`src/rtl/prim_flop_wr_arb.sv`:
```
`default_nettype none
// ============================================================================
// Module   : prim_flop_wr_arb
// Purpose  : Round-robin write arbiter sharing one async-reset state register
//            between NumReq requesters, with bounded back-to-back locking.
// Revision : 1.0 - initial release
// ============================================================================

module prim_flop_wr_arb #(
    parameter int unsigned      NumReq     = 4,
    parameter int unsigned      Width      = 32,
    parameter logic [Width-1:0] ResetValue = '0,
    parameter int unsigned      MaxLock    = 4,
    localparam int unsigned     IdxW       = $clog2(NumReq)
) (
    input  logic                    clk_i,
    input  logic                    rst_ni,
    input  logic [NumReq-1:0]       req_i,
    input  logic [NumReq-1:0]       lock_i,
    input  logic [NumReq*Width-1:0] data_i,
    output logic [NumReq-1:0]       gnt_o,
    output logic [Width-1:0]        q_o,
    output logic                    wr_valid_o,
    output logic [IdxW-1:0]         wr_idx_o,
    output logic                    locked_o
);

    localparam logic [0:0]      c_ST_IDLE   = 1'b0;
    localparam logic [0:0]      c_ST_LOCKED = 1'b1;
    localparam bit              c_LOCK_EN   = (MaxLock > 1);
    localparam logic [7:0]      c_MAX_LOCK  = 8'(MaxLock);
    localparam int unsigned     c_SUM_W     = IdxW + 1;
    localparam logic [IdxW-1:0] c_LAST_IDX  = IdxW'(NumReq - 1);

    logic [0:0]       r_state;
    logic [0:0]       w_state_nxt;
    logic [IdxW-1:0]  r_owner;
    logic [IdxW-1:0]  w_owner_nxt;
    logic [IdxW-1:0]  r_ptr;
    logic [IdxW-1:0]  w_ptr_nxt;
    logic [7:0]       r_cnt;
    logic [7:0]       w_cnt_nxt;
    logic [Width-1:0] r_q;
    logic             r_wr_valid;
    logic [IdxW-1:0]  r_wr_idx;

    logic             w_lock_hold;
    logic             w_gnt_any;
    logic [IdxW-1:0]  w_gnt_idx;
    logic [Width-1:0] w_wdata;
    logic [IdxW-1:0]  w_cand [NumReq];

    function automatic logic [IdxW-1:0] inc_wrap(input logic [IdxW-1:0] v);
        return (v == c_LAST_IDX) ? '0 : v + IdxW'(1);
    endfunction

    // w_cand[g] is the requester index at priority rank g, counting up from r_ptr.
    for (genvar g = 0; g < NumReq; g++) begin : g_cand
        logic [c_SUM_W-1:0] w_sum;
        assign w_sum     = {1'b0, r_ptr} + c_SUM_W'(g);
        assign w_cand[g] = (w_sum >= c_SUM_W'(NumReq)) ? IdxW'(w_sum - c_SUM_W'(NumReq))
                                                        : w_sum[IdxW-1:0];
    end

    // A lock only holds while its owner keeps requesting; otherwise normal arbitration.
    assign w_lock_hold = (r_state == c_ST_LOCKED) && req_i[r_owner];

    always_comb begin
        w_gnt_any = 1'b0;
        w_gnt_idx = '0;
        if (w_lock_hold) begin
            w_gnt_any = 1'b1;
            w_gnt_idx = r_owner;
        end else begin
            for (int i = 0; i < NumReq; i++) begin
                if (!w_gnt_any && req_i[w_cand[i]]) begin
                    w_gnt_any = 1'b1;
                    w_gnt_idx = w_cand[i];
                end
            end
        end
    end

    always_comb begin
        gnt_o   = '0;
        w_wdata = '0;
        for (int k = 0; k < NumReq; k++) begin
            if (w_gnt_any && (w_gnt_idx == IdxW'(k))) begin
                gnt_o[k] = 1'b1;
                w_wdata  = data_i[k*Width +: Width];
            end
        end
    end

    // FSM: state register
    always_ff @(posedge clk_i or negedge rst_ni) begin
        if (!rst_ni) begin
            r_state <= c_ST_IDLE;
            r_owner <= '0;
            r_cnt   <= '0;
            r_ptr   <= '0;
        end else begin
            r_state <= w_state_nxt;
            r_owner <= w_owner_nxt;
            r_cnt   <= w_cnt_nxt;
            r_ptr   <= w_ptr_nxt;
        end
    end

    // FSM: next-state logic
    always_comb begin
        w_state_nxt = r_state;
        w_owner_nxt = r_owner;
        w_cnt_nxt   = r_cnt;
        w_ptr_nxt   = r_ptr;
        if (w_lock_hold) begin
            w_cnt_nxt = 8'(r_cnt + 8'd1);
            if (!lock_i[r_owner] || (8'(r_cnt + 8'd1) == c_MAX_LOCK)) begin
                w_state_nxt = c_ST_IDLE;
                w_cnt_nxt   = '0;
                w_ptr_nxt   = inc_wrap(r_owner);
            end
        end else begin
            w_state_nxt = c_ST_IDLE;
            w_cnt_nxt   = '0;
            if (r_state == c_ST_LOCKED) begin
                w_ptr_nxt = inc_wrap(r_owner);
            end
            if (w_gnt_any) begin
                w_ptr_nxt = inc_wrap(w_gnt_idx);
                if (c_LOCK_EN && lock_i[w_gnt_idx]) begin
                    w_state_nxt = c_ST_LOCKED;
                    w_owner_nxt = w_gnt_idx;
                    w_cnt_nxt   = 8'd1;
                end
            end
        end
    end

    // FSM: outputs
    always_comb begin
        locked_o = (r_state == c_ST_LOCKED);
    end

    always_ff @(posedge clk_i or negedge rst_ni) begin
        if (!rst_ni) begin
            r_q        <= ResetValue;
            r_wr_valid <= 1'b0;
            r_wr_idx   <= '0;
        end else begin
            r_wr_valid <= w_gnt_any;
            if (w_gnt_any) begin
                r_q      <= w_wdata;
                r_wr_idx <= w_gnt_idx;
            end
        end
    end

    assign q_o        = r_q;
    assign wr_valid_o = r_wr_valid;
    assign wr_idx_o   = r_wr_idx;

endmodule

`default_nettype wire

```
`config.mk`:
```
export PLATFORM = sky130hd
export DESIGN_NAME = prim_flop_wr_arb
export DESIGN_NICKNAME = d
export VERILOG_FILES = /design/src/rtl/prim_flop_wr_arb.sv
export SDC_FILE = /design/constraint.sdc
export NUM_CORES = 1
export LEC_CHECK = 0
export BUFFER_PORTS_ARGS = -buffer_cell sky130_fd_sc_hd__buf_4
export CORE_AREA = 2 2 115 117
export DETAILED_ROUTE_END_ITERATION = 8
export DIE_AREA = 0 0 117 119
export PLACE_DENSITY = 0.61
export REMOVE_ABC_BUFFERS = 1
export SLEW_MARGIN = 20
export SYNTH_ARGS = -nofsm -noshare
export SYNTH_HDL_FRONTEND = slang
export SYNTH_SLANG_ARGS = --single-unit
```
`constraint.sdc`:
```
create_clock -name clk_i -period 2.59 [get_ports clk_i]
set_input_delay 0.259 -clock clk_i [delete_from_list [all_inputs] [get_ports clk_i]]
set_output_delay 0.259 -clock clk_i [all_outputs]
set_load 0.02 [all_outputs]
```
Word-level counts from Yosys, hierarchy flattened. Index checks and enable logic that the tools add are counted.

Bits of input ports: 138. Word-level logic and storage cells: 104. Output and inout bits: 40. Flip-flop bits (word level): 48.

Bitwise gates (word level): 1. Reduce and logical (&&, ||, !) cells: 17. Muxes and demuxes: 53. Magnitude comparators: 10. Add/subtract/negate cells: 10. Eq/ne operators: 6.

Operators by type and width (count): $mux 32 (4); $mux 2 (15); $mux 1 (25); $lt 2x3->1 const B (6); $mux 8 (2); $bmux 1 s2 (7); $ge 3x3->1 const B (3); $add 8x1->8 const B (1); $eq 8x3->1 const B (1); $logic_and 1x1->1 (8); $sub 2x1->2 const B (4); $add 2x2->3 const B (2); $eq 2x2->1 const B (3); $add 2x1->2 const B (2); $logic_not 1->1 (4); $add 2x1->3 const B (1); $ge 2x3->1 const B (1); $reduce_and 3->1 (1); $reduce_bool 3->1 (1); $eq 2x1->1 const B (1); $logic_not 2->1 (1); $ne 2x1->1 const B (1); $reduce_and 2->1 (1); $logic_or 1x1->1 (1); $not 1->1 (1).

Depth between registers and ports, before layout.
Depth after elaboration: 24. Mapped depth: 14. Mapped depth without buffers: 13.

Least setup slack after synthesis. Ideal clock, no wire load.

Path kind: reg-to-reg. From: reg r_owner[0]. To: reg r_q[10] (netlist: q_o[10]). Clock period less this slack: 2.752 ns. Required time: 2.453 ns. Arrival: 2.615 ns. Cell stages (with the launch flop): 15. Path buffers: 2. Path slack: -0.162 ns. Library setup time: 0.137 ns. Path through: dfrtp_1 -> buf_6 -> mux2_1 -> a22oi_1 -> nand2_1 -> a21oi_1 -> inv_1 -> ha_1 -> nand2_2 -> inv_2 -> clkbuf_1 -> a221oi_1 -> nor3_1 -> a21oi_1 -> a21oi_1.

Cells in the longest elaborated chain, start to end: 10. Elaborated cells on any way between the ends: 17. Classes of those cells: eq/ne (3); mux (8); reduce/logical (6).

RTL lines: start, declared (line 37) `logic [IdxW-1:0] r_owner;`; start signal, assigned (line 104) `r_owner <= w_owner_nxt;`; $bmux 1 s2 (line 66) `assign w_lock_hold = (r_state == c_ST_LOCKED) && req_i[r_owner];`; $mux 1 (implied by the code) (line 66); $logic_and 1x1->1 (line 66); $mux 2 (*) (line 71) `if (w_lock_hold) begin`; named net w_gnt_idx[0] (line 49) `logic [IdxW-1:0] w_gnt_idx;`; $logic_not 2->1 (line 88) `if (w_gnt_any && (w_gnt_idx == IdxW'(k))) begin`; $logic_and 1x1->1 (line 88); $mux 32 (3 in series) (line 88); $mux 32 (*) (line 88); end signal, assigned (line 147) `r_q <= ResetValue;`; end signal, assigned (line 153) `r_q <= w_wdata;`; end, declared (line 43) `logic [Width-1:0] r_q;`.

The timed path passes the listed nets; every way through them passes the cells marked *. The select of a mux whose other input is x is not followed. A chain may end at the register's enable or synchronous reset.

Worst setup path after layout.
From: reg r_owner[0]. To: reg r_q[29] (netlist: q_o[29]).

The elaborated chain is that of the path after synthesis.

==> Implementation_results.wiki <==
{| class="wikitable"
! Metric !! Value
|-
| GR met3 Demand/Resource || 4.38%
|-
| Combined area of the multi-input logic cells || 2140 µm²
|-
| Async S/R FF share, synth || 100%
|-
| Count of max-cap constraint violations || 0
|-
| Layout cells sized above 1 || 51.4%
|-
| Signed area change from the synthesized netlist to the final layout || 86.1%
|-
| Worst path cell trace || mux2_4 > a22o_1 > nand2_1 > a21oi_2 > buf_4 > ha_4 > nor3b_4 > buf_6 > buf_16 > a221oi_2 > nor3_1 > a21oi_1 > a21oi_1
|-
| Core utilization of the finished layout || 44.5%
|-
| Data required time of the worst path || 2.80 ns
|-
| Worst vdd ir || between 0.5 and 0.6 mV
|-
| Die boundary width || 117 µm
|-
| I/O pin count || roughly 180
|-
| Global-route usage over all layers || 17.6%
|-
| Final period demand of the worst path || 2.68 ns
|-
| Wire length of the first global-routing pass || roughly 19000 µm
|-
| Register area || 1200 µm²
|-
| Clock skew after layout || 0.00626 ns
|-
| Hold_ws || -0.0183 ns
|-
| Number of cells produced by synthesis || 375
|-
| Synth Flop Type || dfrtp_1
|-
| CP Launch Type || flop
|-
| Number of routed nets with antenna violations || 0
|-
| Number of design rule violations left after detail routing || 0
|-
| TritonCTS clock tree || built
|-
| Post-synthesis instance area || 3080 µm²
|-
| Worst-skew pair later-pin latency || a little under 0.3 ns
|-
| Global Route met2 Usage || 32.4%
|-
| Area contributors post-synth || dfrtp_1 (39%), a21oi_1 (11%), a221oi_1 (9.1%)
|-
| Violations in the final reports || hold timing, setup timing
|-
| Share of the cycle needed by the critical path after routing || 103%
|-
| Hold violation total from the final report || 6
|-
| Antenna violations before repair || 0
|-
| Setup repair after global routing missed its margin || yes
|-
| Fillers || roughly 1200
|-
| Post-synth EDFFs || 0
|-
| Initial core utilization || 23.9%
|-
| Distinct cells, synth || 45
|-
| F_max || between 300 and 400 MHz
|-
| Rows || 42
|-
| Total via count in the routed design || 3746
|-
| # H-tree levels || 2
|-
| Avg WL per Cell || about 18 µm
|-
| Global routing met1 resource utilization || roughly a fifth
|-
| Root cell of the clock tree || clkbuf_16
|-
| CTS sink cnt || 48
|-
| Vertical die dimension || 119 µm
|-
| Port Buffer Count || 177
|-
| Inserted Diodes || 0
|-
| GPL Wtd Cong || 0.847
|-
| Run status || complete, but fails checks
|-
| Setup slack of the worst register-to-register path || -0.09 ns
|-
| Total Die Area || around 14000 µm²
|-
| Portion of synthesized cell area occupied by the leading cell type || around 39%
|-
| Kind of capture point of the worst setup path || flop
|-
| Most heavily used metal layer in global routing || met2
|-
| CTS Buf Count || 5
|-
| Via-to-Cell Ratio || 4.97
|-
| Commonest cells in the netlist || a21oi_1 (66), nor2_1 (62), dfrtp_1 (48), nor3_1 (34), a221oi_1 (32)
|-
| Via count of the first global-routing pass || 3664
|-
| Synth Area per Inst || 8.22 µm²
|-
| Cell with the most instances after synthesis || a21oi_1
|-
| First element of the critical path || r_owner[0]
|-
| Remaining global-route overflow || 0
|-
| Hold Crit Class || in2async
|-
| Cell with the largest stage delay on the worst path || dfrtp_2
|-
| Total of warnings raised by yosys || 0
|-
| Length of the first detailed-routing pass in iterations || 4
|-
| Measured slew at the worst slew-check pin || 0.658 ns
|-
| Area of the core region || 12900 µm²
|-
| Final-stage net count || a little over 700
|-
| Pleak || ~2.7 nW
|-
| Library cell occupying the most area in the post-synthesis netlist || dfrtp_1
|-
| Largest net degree at the start of global routing || 49
|-
| Most numerous cell on the critical path || a21oi_1
|-
| Max-slew violation count || 0
|-
| Number of synthesized register bits || between 40 and 50
|-
| Number of buffers inserted for hold repair after clock tree synthesis || 0
|-
| Setup slack of the critical path after layout || -0.0873 ns
|-
| Fraction of the yosys area taken by sequential cells || 39.0%
|-
| Path type of the worst setup path || reg2reg
|-
| Initial detailed-routing violation count || 149
|-
| Power Dens Cells || 1460 nW/µm²
|-
| Launch point of the worst reg-to-reg path || r_owner[0]
|-
| Final setup vio count || 8
|-
| Final Routed Wirelength || 13300 µm
|-
| Peak per-stage delay on the critical path || 0.44 ns
|-
| CTS clock-pin slew for the worst setup and hold paths || 0.07 ns
|-
| Dpl hpwl || 8160 µm
|-
| Final TNS setup || -0.153 ns
|-
| Clock Path Buffers || 2
|-
| Worst Path Max Fanout || 7
|-
| Arrival time of data at the critical path endpoint || 2.89 ns
|-
| Worst slew margin || 56.1%
|}
where the power goes:
group          total [mW]  leakage (nW)  internal, mW  switching (mW)
registers            1.32         0.592          1.11           0.212
clock network       0.638        0.0667         0.352           0.286
logic                6.43          1.99          3.30            3.13
total                8.39          2.65          4.76            3.63
metrics by stage:
| step | cells | instance area (µm²) | setup WS, ns | hold slack, ns | power [mW] |
|---|---|---|---|---|---|
| 2_1_floorplan | 346 | 2960 | -1.47 | -0.0366 | 3.94 |
| 3_3_place_gp | 725 | 4760 | -0.0716 | 0.346 | 5.67 |
| 3_5_place_dp | 725 | 4760 | -0.160 | 0.336 | 5.78 |
| 4_1_cts | 745 | 5400 | -0.00933 | 0.0168 | 7.67 |
| 5_1_grt | 754 | 5740 | -0.207 | 0.0425 | 8.94 |
| 6_report | 754 | 5740 | -0.0873 | -0.0183 | 8.39 |
placed cells by master (no fill, tap or decap), drive strengths merged, types with 5 or more instances in the layout:
cell type,netlist,routed
clkbuf,21,8
nand3,8,8
ha,7,7
nor3,34,34
nor2,62,62
buf,8,220
xor2,5,5
mux2,5,5
nor2b,13,13
nand2,17,17
o21ai,6,6
inv,7,7
a21oi,66,66
a221oi,32,32
dfrtp,48,48
final timing paths:
path,end,cells after the start
worst min register to register,wr_idx_o[0],1
worst min-delay path,wr_idx_o[1],1
worst max-delay path,q_o[29],13
max in group asynchronous,r_owner[0],1
min in group clk_i,q_o[7],3
worst max register to register,q_o[29],13
cells by family (layout without fill, tap and decap cells):
logic type	after synthesis	in the layout	share of synthesized area, %
and+or+nand+nor	150	150	22.9
buffers and inverters	36	239	4.87
adders and majority gates	7	7	2.84
xor gates and xnor gates	7	7	1.99
AOI/OAI and AO/OA	120	120	25.6
DFF	48	48	39.0
muxes	7	7	2.88
final cells by class:
cell class              instances  share of cell area, %
repair buffers                225                   34.9
flip-flops and latches         48                   21.0
clock buffers                   6                   2.25
multi-input cells             291                   37.3
inverters                       7                  0.589
well taps                     176                   3.84
clock inverters                 1                 0.0873
worst max-delay path, delay by kind of cell (launching register included):
family | cells | cell delay, ns
flops | 1 | 0.44
buf+inv | 3 | 0.49
mux | 1 | 0.33
compound gates | 5 | 0.62
fa+ha+maj | 1 | 0.16
simple gates | 3 | 0.54
registers in the layout (all words and copies together), names as in the netlist:
| signal | flops |
|---|---|
| r_cnt | 8 |
| locked_o | 1 |
| r_owner | 2 |
| q_o | 32 |
| wr_valid_o | 1 |
| wr_idx_o | 2 |
| r_ptr | 2 |
metal layers:
layer  part of all wire, %  vias to the layer above  wire [µm]
met2                    53                      142       6990
met3                   7.3                        7        974
met1                    39                     1807       5230
li1                      -                     1790          -
met4                  0.83                        0        110
met5                     0                        -          0
repair_timing:
action,CTS,global route
gates resized for setup,56,37
pin swaps,23,23
setup buffers,8,7
gates cloned,6,2
hold endpoints to repair,0,0
endpoints found under the setup margin,35,35
Power figures use the tool's default switching activity.
